`src/rtl/shift_pkg.sv`:
```
// Shared types and widths for the two-requester shift scheduler.
package shift_pkg;
  localparam int DATA_W = 32;
  localparam int AMT_W  = 5;
  localparam int K_W    = 4;

  typedef enum logic [1:0] {
    IDLE  = 2'd0,
    SHIFT = 2'd1,
    DONE  = 2'd2
  } sched_state_e;

  typedef enum logic {
    DIR_LEFT  = 1'b0,
    DIR_RIGHT = 1'b1
  } shift_dir_e;
endpackage

```
`src/rtl/shift_step.sv`:
```
// Single-step shifter: moves acc by k positions (k <= 8), filling vacated bits.
module shift_step
  import shift_pkg::*;
(
  input  logic [DATA_W-1:0] acc_i,
  input  logic [K_W-1:0]    k_i,
  input  shift_dir_e        dir_i,
  input  logic              fill_i,
  output logic [DATA_W-1:0] next_acc_o
);

  logic [DATA_W-1:0] fill_mask_s;

  // Vacated high bits on a right shift take the fill bit; left always zero-fills.
  always_comb begin
    fill_mask_s = ~({DATA_W{1'b1}} >> k_i);
    if (dir_i == DIR_LEFT) begin
      next_acc_o = acc_i << k_i;
    end else begin
      next_acc_o = (acc_i >> k_i) | ({DATA_W{fill_i}} & fill_mask_s);
    end
  end

endmodule

```
`src/rtl/shift_sched.sv`:
```
// Round-robin two-client scheduler driving an iterative shifter of STEP bits/cycle.
module shift_sched
  import shift_pkg::*;
#(
  parameter int STEP = 1
) (
  input  logic                   clk,
  input  logic                   rst_n,
  input  logic [1:0]             req_valid,
  output logic [1:0]             req_ready,
  input  logic [1:0][DATA_W-1:0] req_data,
  input  logic [1:0][AMT_W-1:0]  req_amt,
  input  logic [1:0]             req_dir,
  input  logic [1:0]             req_arith,
  output logic                   rsp_valid,
  input  logic                   rsp_ready,
  output logic [DATA_W-1:0]      rsp_data,
  output logic                   rsp_id,
  output logic                   busy
);

  localparam logic [AMT_W-1:0] STEP_AMT = AMT_W'(STEP);
  localparam logic [K_W-1:0]   STEP_K   = K_W'(STEP);

  sched_state_e      state_q, state_d;
  logic              last_grant_q, last_grant_d;
  logic [DATA_W-1:0] acc_q, acc_d;
  logic [AMT_W-1:0]  rem_q, rem_d;
  shift_dir_e        dir_q, dir_d;
  logic              fill_q, fill_d;
  logic              id_q, id_d;

  logic              grant_s;
  logic              accept_s;
  logic [K_W-1:0]    k_s;
  logic [DATA_W-1:0] next_acc_s;

  // Arbitration; ready is held low during reset so nothing is offered early.
  always_comb begin
    if (req_valid == 2'b11) begin
      grant_s = ~last_grant_q;
    end else if (req_valid[1]) begin
      grant_s = 1'b1;
    end else begin
      grant_s = 1'b0;
    end
    req_ready = 2'b00;
    if (rst_n && (state_q == IDLE) && req_valid[grant_s]) begin
      req_ready[grant_s] = 1'b1;
    end else begin
      req_ready = 2'b00;
    end
  end

  assign accept_s = |req_ready;

  // Step size for this cycle: STEP, or whatever is left if smaller.
  always_comb begin
    if (rem_q < STEP_AMT) begin
      k_s = rem_q[K_W-1:0];
    end else begin
      k_s = STEP_K;
    end
  end

  shift_step u_step (
    .acc_i      (acc_q),
    .k_i        (k_s),
    .dir_i      (dir_q),
    .fill_i     (fill_q),
    .next_acc_o (next_acc_s)
  );

  // Sequencer next-state logic.
  always_comb begin
    state_d      = state_q;
    last_grant_d = last_grant_q;
    acc_d        = acc_q;
    rem_d        = rem_q;
    dir_d        = dir_q;
    fill_d       = fill_q;
    id_d         = id_q;
    case (state_q)
      IDLE: begin
        if (accept_s) begin
          acc_d  = req_data[grant_s];
          rem_d  = req_amt[grant_s];
          dir_d  = shift_dir_e'(req_dir[grant_s]);
          fill_d = req_dir[grant_s] & req_arith[grant_s] & req_data[grant_s][DATA_W-1];
          id_d   = grant_s;
          if (req_amt[grant_s] == {AMT_W{1'b0}}) begin
            state_d = DONE;
          end else begin
            state_d = SHIFT;
          end
        end else begin
          state_d = IDLE;
        end
      end
      SHIFT: begin
        acc_d = next_acc_s;
        rem_d = rem_q - AMT_W'(k_s);
        if (rem_d == {AMT_W{1'b0}}) begin
          state_d = DONE;
        end else begin
          state_d = SHIFT;
        end
      end
      DONE: begin
        if (rsp_ready) begin
          last_grant_d = id_q;
          state_d      = IDLE;
        end else begin
          state_d = DONE;
        end
      end
      default: begin
        state_d = IDLE;
      end
    endcase
  end

  // State registers; last_grant resets to 1 so requester 0 wins the first tie.
  always_ff @(posedge clk or negedge rst_n) begin
    if (!rst_n) begin
      state_q      <= IDLE;
      last_grant_q <= 1'b1;
      acc_q        <= {DATA_W{1'b0}};
      rem_q        <= {AMT_W{1'b0}};
      dir_q        <= DIR_LEFT;
      fill_q       <= 1'b0;
      id_q         <= 1'b0;
    end else begin
      state_q      <= state_d;
      last_grant_q <= last_grant_d;
      acc_q        <= acc_d;
      rem_q        <= rem_d;
      dir_q        <= dir_d;
      fill_q       <= fill_d;
      id_q         <= id_d;
    end
  end

  assign rsp_valid = (state_q == DONE);
  assign rsp_data  = acc_q;
  assign rsp_id    = id_q;
  assign busy      = (state_q != IDLE);

endmodule

```
`config.mk`:
```
export PLATFORM = sky130hd
export DESIGN_NAME = shift_sched
export DESIGN_NICKNAME = d
export VERILOG_FILES = /design/src/rtl/shift_pkg.sv /design/src/rtl/shift_step.sv /design/src/rtl/shift_sched.sv
export SDC_FILE = /design/constraint.sdc
export NUM_CORES = 1
export LEC_CHECK = 0
export BUFFER_PORTS_ARGS = -buffer_cell sky130_fd_sc_hd__buf_2
export CAP_MARGIN = 25
export CORE_MARGIN = 1
export CORE_UTILIZATION = 30
export CTS_BUF_LIST = sky130_fd_sc_hd__clkbuf_8
export DETAILED_ROUTE_END_ITERATION = 10
export PLACE_DENSITY_LB_ADDON = 0.12
export REMOVE_ABC_BUFFERS = 1
export SYNTH_ARGS = -nofsm -noshare
export SYNTH_HDL_FRONTEND = slang
export SYNTH_SLANG_ARGS = --single-unit
```
`constraint.sdc`:
```
create_clock -name clk -period 2 [get_ports clk]
set_input_delay 0.1 -clock clk [delete_from_list [all_inputs] [get_ports clk]]
set_output_delay 0.1 -clock clk [all_outputs]
set_load 0.05 [all_outputs]
```
==> flow_summary.yaml, run 1 <==
outcome:
  status: "completed"
global_route:
  grt_max_degree: 44
  grt-ovfl-total: 0
  antenna_found_initial: 0
  grt_pass1_wl_um: 15300
  grt_use_total: 0.1940
  first_global_vias: 2924
worst_hold_path:
  holdPathEnd: "dir_q"
  hold_path_startpoint: "req_dir[1]"
  min_path_cells: 3
  hp-class: "input port to flip-flop"
worst_setup_path:
  crit_type: "flip-flop to flip-flop"
  crit_path_top_delay_cell: "or4_4"
  crit_family: "simple AND/OR/NAND/NOR gates"
  arrival_ns: 2.14
  worst-path-buf-inv: 2
  critPathMaxFanout: 3
  ff2ff_setup_slack_ns: 0.04
  r2r-start: "rem_q[4]"
  worstPathCellList: "or4_4 -> nand2_4 -> ha_4 -> buf_4 -> o21ai_0 -> nor4bb_4 -> buf_4 -> nand3_1 -> nand3_1"
  r2r-end: "state_q[1]"
  startpoint_type: "flip-flop"
  max_stage_delay_ns: 0.56
  required_ns: 2.18
  worst-r2r-cell-count: 9
  worstSetupEndpointType: "flip-flop"
route:
  wl_um: 9689
  drt_iter0_drc: 146
  firstDrtPassIters: 4
  route.detailed.drc: 0
  via_count: 3110
  final_antenna_net_count: 0
  wl_per_cell_um: 16.48
  viasPerCell: 5.289
floorplan:
  die_h_um: 101.1
  core_area_um2: 9371
  die_w_um: 101.1
  rows: 35
  die_area_um2: 10210
  ios: 120
  initial_core_util: 0.3142
yosys:
  ys_seq_area_frac: 0.3659
  synth_edf_count: 0
  syn-cell-area_um2: 2944
  yosys_warnings: 0
  syn_avg_cell_area_um2: 9.172
  yosys_most_used_dff: "dfrtp_1"
  synthDistinctLibCells: 49
  ys_top_cells_by_area: "dfrtp_1, mux2i_1, o221ai_1, nand2_1, nand3_1"
  synth_top_cell_area_share: 0.3570
  ys_async_sr_fraction: 1.000
  ys_seq_elements: 43
  synthCells: 321
  yosysTopAreaCell: "dfrtp_1"
sta:
  setup_viol: 0
  hold_viol: 0
  fin_crit_ns: 1.962
  period_share: 0.9811
  fmax_mhz: 509.6
  fin_skew_ns: 0.007934
  drv_slew: 0
  rsz0062_at_grt: "yes"
  tightest_slew_ns: 0.5984
  relSlewSlack: 0.6011
power:
  finalPower_w: 0.008158
  vdd_drop_max_uv: 812.9
  swShare: 0.5252
  clockPowerShare: 0.071
  power_leakage_nw: 2.022
  power_per_cell_area_nw_per_um2: 1987
  comb_power_share: 0.707
  intPower_w: 0.003873
  p_seq_frac: 0.222
  p_sw_w: 0.004285
cells_and_area:
  drive_gt1_frac: 0.4074
  diodes: 0
  final_cell_mix: "buf_2, nand2_1, dfrtp_1, mux2i_1, buf_4"
  final_core_util: 0.4381
  final_common_cell: "buf_2"
  fillers: 979
  fin_nets: 544
  area_growth_pct: 39.44
clock_network:
  clock_path_buffers: 2
  clk_latency_ns: 0.30
  cts_sinks: 43
  h-tree-depth: 2
  cts_root_buffer: "clkbuf_8"
  cts.clk_slew.worst_paths_ns: 0.08
  cts_tree: "built"
  cts_buffers: 5
placement:
  portBuffers: 119
  gp_congestion: 0.8032
  dpl.hpwl_um: 7075
run:
  drv_cap: 0
## cell usage after synthesis (6+ instances only)
master	n
nand2_1	49
dfrtp_1	42
mux2i_1	40
nand3_1	27
o221ai_1	24
clkbuf_1	17
o22a_1	13
buf_2	8
nor2_1	8
a21oi_1	7
inv_1	6
mux2_2	6
o21ai_0	6
## sequential cells by signal, indices dropped and copies added (netlist names)
| signal | count |
|---|---|
| dir_q | 1 |
| fill_q | 1 |
| last_grant_q | 1 |
| rem_q | 5 |
| rsp_data | 32 |
| rsp_id | 1 |
| state_q | 2 |
## worst min-delay path, stage by stage
cell and delay (ns):
buf_2 0.10, nand2_1 0.05, a31oi_1 0.08
## cells by family after synthesis
family / Yosys count / synth area share
simple gates: 107 / 0.1734
buf+inv: 36 / 0.05695
mux: 46 / 0.1589
flops: 43 / 0.3659
compound gates: 87 / 0.2363
fa+ha+maj: 2 / 0.008498
## power by group through the flow
stage          Sequential [W]  Clock (W)  Combinational (W)
2_1_floorplan         0.00299          0            0.00237
3_3_place_gp          0.00183          0            0.00546
3_5_place_dp          0.00183          0            0.00551
4_1_cts               0.00181   0.000600            0.00556
5_1_grt               0.00189   0.000636            0.00622
6_report              0.00181   0.000581            0.00576
## worst max path at each step
stage	start	to	cells after the start
global route	rem_q[4]	state_q[1]	9
finish	rem_q[4]	state_q[1]	9
floorplan	state_q[0]	rsp_data[28]	4
detailed placement	rem_q[4]	state_q[0]	7
CTS	rem_q[2]	state_q[0]	8
global placement	rem_q[4]	state_q[0]	7
## metrics by stage
step | TNS [ns] | instance area (µm²) | hold WS, ns | worst slack, ns | cells
after floorplan | -47.22 | 2799 | -0.1956 | -1.701 | 291
after global placement | -0.03945 | 3902 | 0.2947 | -0.03945 | 576
after detailed placement | -0.08304 | 3902 | 0.2827 | -0.06208 | 576
after CTS | 0 | 4023 | 0.06809 | 0.01468 | 585
after global routing | -0.009861 | 4105 | 0.08543 | -0.009861 | 588
final | 0 | 4105 | 0.07133 | 0.03780 | 588
## timing repair
item                                   CTS  global route
hold buffers                             1             0
endpoints found under the hold margin   42             0
gates resized for setup                  3             7
setup buffers                            1             3
cloned                                   0             1
setup endpoints to repair                2            10
pin swaps                                3             7
## layout make-up
type                       instances  area, µm²  share of cell area
multi-input combinational        243       1784              0.4346
sequential                        43       1077              0.2624
timing repair buffer             160      972.2              0.2368
tap                              129      161.4             0.03932
clock buffer                       6      82.58             0.02012
inverter                           6      22.52            0.005486
clock inverter                     1      5.005            0.001219
## routing by layer
metal / up-vias / global-route usage / routed length (µm)
li1: 1501 / - / -
met1: 1495 / 0.2699 / 4551
met5: - / 0 / 0
met3: 10 / 0.02843 / 437
met2: 104 / 0.3119 / 4555
met4: 0 / 0.05463 / 144
Note: power is estimated with default switching activity, not from simulation.
==> run 2, diff against run 1 <==
Clock period 2 ns to 2.2 ns, I/O delays scaled along.
==> run 2 against run 1 <==
Compared with the run above:
- flip-flop and latch count unchanged
- first-iteration DRC count is 4.1% lower
- sequential power decreased by 8%
- core utilization down 2.3 points
- combinational power down 18%
- worst hold slack improved by 0.015 ns
- final area down 5.2%
- fmax is 8.0% lower
- critical path depth shrank 2
- count of clock-buffer cells in the layout unchanged
- clock skew decreased by 0.0015 ns
- clock power down 8.3%
- critical path type unchanged
- critical endpoint is now state_q[0]
- largest cell class unchanged
==> flow_summary.yaml, run 2 (synthesized netlist as in run 1, its figures left out) <==
outcome:
  status: "completed"
sta:
  relSlewSlack: 0.6040
  period_share: 0.9694
  rsz0062_at_grt: "no"
  fmax_mhz: 468.9
  drv_slew: 0
  fin_crit_ns: 2.133
  fin_ws_ns: 0.06729
  fin_skew_ns: 0.006466
  tightest_slew_ns: 0.5940
  setup_viol: 0
  setup_tns_ns: 0
  hold_viol: 0
placement:
  dpl.hpwl_um: 6840
  portBuffers: 119
  dp_slack_ns: 0.1074
  gp_congestion: 0.7953
worst_setup_path:
  r2r-end: "state_q[0]"
  ff2ff_setup_slack_ns: 0.07
  required_ns: 2.40
  worstSetupEndpointType: "flip-flop"
  arrival_ns: 2.33
  worst-r2r-cell-count: 7
  crit_type: "flip-flop to flip-flop"
  r2r-start: "rem_q[4]"
  critPathMaxFanout: 5
  startpoint_type: "flip-flop"
global_route:
  grt_max_degree: 44
  grt_pass1_wl_um: 14880
  first_global_vias: 2841
  antenna_found_initial: 0
  grt-ovfl-total: 0
  grt_use_total: 0.1881
floorplan:
  core_area_um2: 9371
  die_area_um2: 10210
  initial_core_util: 0.3142
  rows: 35
  ios: 120
  die_h_um: 101.1
  die_w_um: 101.1
cells_and_area:
  final_core_util: 0.4154
  diodes: 0
  fillers: 1018
  drive_gt1_frac: 0.3733
  final_cell_mix: "buf_2, nand2_1, dfrtp_1, mux2i_1, nand3_1"
  area_growth_pct: 32.21
  fin_nets: 527
  final_common_cell: "buf_2"
  largest_reg_flops: 32
run:
  drv_cap: 0
route:
  wl_um: 9416
  viasPerCell: 5.354
  via_count: 3057
  route.detailed.drc: 0
  final_antenna_net_count: 0
  wl_per_cell_um: 16.49
  firstDrtPassIters: 4
  drt_iter0_drc: 140
clock_network:
  cts_setup_buffers: 0
  clock_path_buffers: 2
  cts_buffers: 5
  cts.clk_slew.worst_paths_ns: 0.09
  clk_latency_ns: 0.30
  cts_tree: "built"
  cts_sinks: 43
  h-tree-depth: 2
  cts_root_buffer: "clkbuf_8"
worst_hold_path:
  min_path_cells: 3
  holdPathEnd: "dir_q"
  hp-class: "input port to flip-flop"
  hold_path_startpoint: "req_dir[1]"
power:
  power_leakage_nw: 1.922
  finalPower_w: 0.006909
  vdd_drop_max_uv: 655.6
  power_per_cell_area_nw_per_um2: 1775
-- run 2: final cells by class --
| cell class | instances | area [µm²] | area share |
|---|---|---|---|
| multi-input combinational | 242 | 1720 | 0.4420 |
| sequential | 43 | 1077 | 0.2768 |
| timing repair buffer | 144 | 823.3 | 0.2115 |
| tap | 129 | 161.4 | 0.04147 |
| clock buffer | 6 | 82.58 | 0.02122 |
| inverter | 6 | 22.52 | 0.005786 |
| clock inverter | 1 | 5.005 | 0.001286 |
-- run 2: where the power goes --
part | internal, W | switching [W]
Clock | 0.000247 | 0.000285
Sequential | 0.00123 | 0.000434
Combinational | 0.00169 | 0.00303
Total | 0.00316 | 0.00375
-- run 2: worst max-delay path by stage --
stage,startpoint,end,cells after the start
5_1_grt,rem_q[4],state_q[0],7
2_1_floorplan,state_q[0],rsp_data[28],4
3_3_place_gp,rem_q[4],state_q[0],7
4_1_cts,rem_q[4],state_q[0],7
3_5_place_dp,rem_q[4],state_q[0],7
6_report,rem_q[4],state_q[0],7
-- run 2: stage by stage --
stage	hold slack, ns	cell area (µm²)	std cells
final	0.08602	3892	571
after global routing	0.09499	3892	571
after CTS	0.08148	3892	571
after detailed placement	0.2864	3792	563
after global placement	0.3023	3792	563
after floorplan	-0.1856	2799	291
-- run 2: routing by layer --
layer	GRT usage	wire length [µm]	up-vias
met4	0.04013	40	0
met1	0.2587	4361	1480
met5	0	0	-
met3	0.02843	439	2
li1	-	-	1468
met2	0.3114	4574	107
-- run 2: worst max-delay path, cell delays in order, from the launching register on --
cell and delay, ns:
dfrtp_1 0.43, or4_4 0.55, nand2_1 0.11, ha_1 0.16
nor3_1 0.05, nor4bb_1 0.39, a21oi_1 0.12, o21ba_2 0.22
-- run 2: repair_timing --
action | 4_1_cts | 5_1_grt
endpoints found under the setup margin | 1 | 0
resized for setup | 1 | 0
endpoints found under the hold margin | 42 | 0
hold buffers | 1 | 0
==> run 3, diff against run 2 <==
Settings changed: BUFFER_PORTS_ARGS -buffer_cell sky130_fd_sc_hd__buf_2 to default, DONT_BUFFER_PORTS from default to 1, GPL_ROUTABILITY_DRIVEN from default to 0.
Clock period 2.2 ns to 1.8 ns, I/O delays scaled along.
==> run 3 against run 2 <==
Compared with the run above:
- the flow now finishes with violations (setup timing)
- fmax increased by 9.0%
- non-clock buffer count is 63 lower
- flip-flop and latch count is the same
- core utilization increased by 0.15 points
- first-iteration DRC count rose by 15%
- global-route usage grew 0.98 points
- sequential power up 43%
- clock power up 19%
- power rose by 35%
- worst hold slack worse by 0.073 ns
==> flow_summary.yaml, run 3 (synthesized netlist as in run 1, its figures left out) <==
route:
  wl_per_cell_um: 19.33
  firstDrtPassIters: 5
  wl_met3_um: 524
  wl_um: 9856
  route.detailed.drc: 0
  via_count: 2846
  viasPerCell: 5.580
  met1Wirelength_um: 4460
  dr_wl_met2_um: 4765
  highest_layer: "met4"
  final_antenna_net_count: 0
  drt_iter0_drc: 161
worst_setup_path:
  ff2ff_setup_slack_ns: -0.16
  r2r-start: "rem_q[4]"
  crit_type: "flip-flop to flip-flop"
  worst-r2r-cell-count: 5
  startpoint_type: "flip-flop"
  arrival_ns: 2.14
  crit_start: "rem_q[4]"
  r2r-end: "rsp_data[5]"
  worstSetupEndpointType: "flip-flop"
  required_ns: 1.99
  critPathMaxFanout: 9
worst_hold_path:
  hold_path_startpoint: "rsp_ready"
  min_path_cells: 2
  holdPathEnd: "last_grant_q"
  hp-class: "input port to flip-flop"
clock_network:
  cts.clk_slew.worst_paths_ns: 0.09
  cts_tree: "built"
  cts_buffers: 5
  clock_path_buffers: 2
  h-tree-depth: 2
  clk_latency_ns: 0.30
  cts_root_buffer: "clkbuf_8"
  cts_sinks: 43
sta:
  relSlewSlack: 0.6087
  fin_ws_ns: -0.1568
  fmax_mhz: 511.0
  tightest_slew_ns: 0.5870
  period_share: 1.087
  fin_skew_ns: 0.008894
  drv_slew: 0
  hold_ws_ns: 0.01347
  hold_viol: 0
  rsz0062_at_grt: "yes"
  fin_crit_ns: 1.957
  setup_viol: 29
cells_and_area:
  final_cell_mix: "buf_4, nand2_1, dfrtp_1, mux2i_1, nand3_1"
  area_growth_pct: 32.68
  drive_gt1_frac: 0.2835
  finalInstanceArea_um2: 3906
  fin_nets: 465
  largest_reg_flops: 32
  final_common_cell: "buf_4"
  diodes: 0
floorplan:
  rows: 35
  die_w_um: 101.1
  initial_core_util: 0.3142
  die_h_um: 101.1
  ios: 120
  die_area_um2: 10210
  core_area_um2: 9371
outcome:
  status: "complete, but fails checks"
  violations: "setup timing"
power:
  vdd_drop_max_uv: 837.1
  power_per_cell_area_nw_per_um2: 2391
  power_leakage_nw: 1.755
placement:
  post_dp_cell_area_um2: 3595
  portBuffers: 0
  dpl.hpwl_um: 7089
  dp_slack_ns: -0.2616
global_route:
  first_global_vias: 2758
  grt_pass1_wl_um: 15370
  grt_max_degree: 44
  antenna_found_initial: 0
  grt-ovfl-total: 0
  grt_use_total: 0.1979
run:
  drv_cap: 0
[run 3: repair_timing]
action                                  CTS  global route
pin swaps                                 7             7
hold endpoints to repair                 46             0
hold buffers                              9             0
gates resized for setup                  15             8
cloned                                    1             0
setup buffers                             1             0
endpoints found under the setup margin   28            37
[run 3: stage by stage]
| step | cells | utilization | power, W | TNS [ns] |
|---|---|---|---|---|
| floorplan | 291 | - | 0.005957 | -55.20 |
| global placement | 492 | 0.3836 | 0.008349 | -2.053 |
| detailed placement | 492 | 0.3836 | 0.008382 | -2.580 |
| CTS | 510 | 0.4127 | 0.009280 | -2.994 |
| global route | 510 | 0.4168 | 0.01001 | -4.417 |
| finish | 510 | 0.4168 | 0.009339 | -2.685 |
[run 3: worst max path at each step]
stage / endpoint / slack (ns)
3_3_place_gp: state_q[0] / -0.22
2_1_floorplan: rsp_data[28] / -1.90
4_1_cts: rsp_data[5] / -0.15
5_1_grt: state_q[0] / -0.19
6_report: rsp_data[5] / -0.16
3_5_place_dp: state_q[0] / -0.26
[run 3: worst max-delay path, stage by stage, from the launching register on]
cell      delay [ns]
dfrtp_1         0.39
or4_4           0.57
buf_4           0.20
nand2b_4        0.19
a32o_1          0.26
a221o_1         0.25
[run 3: area by class of cell]
type	count	area (µm²)
clock buffers	5	68.82
clock inverters	3	16.27
fillers	975	5465
inverters	6	22.52
multi-input cells	243	1818
flip-flops and latches	43	1077
well taps	129	161.4
repair buffers	81	742.0
[run 3: power breakdown]
group	total [W]	switching, W	internal [W]
registers	0.00237	0.000885	0.00148
clock network	0.000633	0.000366	0.000267
logic	0.00634	0.00362	0.00272
[run 3: layer usage]
metal  track usage  up-vias
met4       0.04905        0
met5             0        -
met2        0.3244      103
met1        0.2657     1392
li1              -     1344
met3       0.04022        7
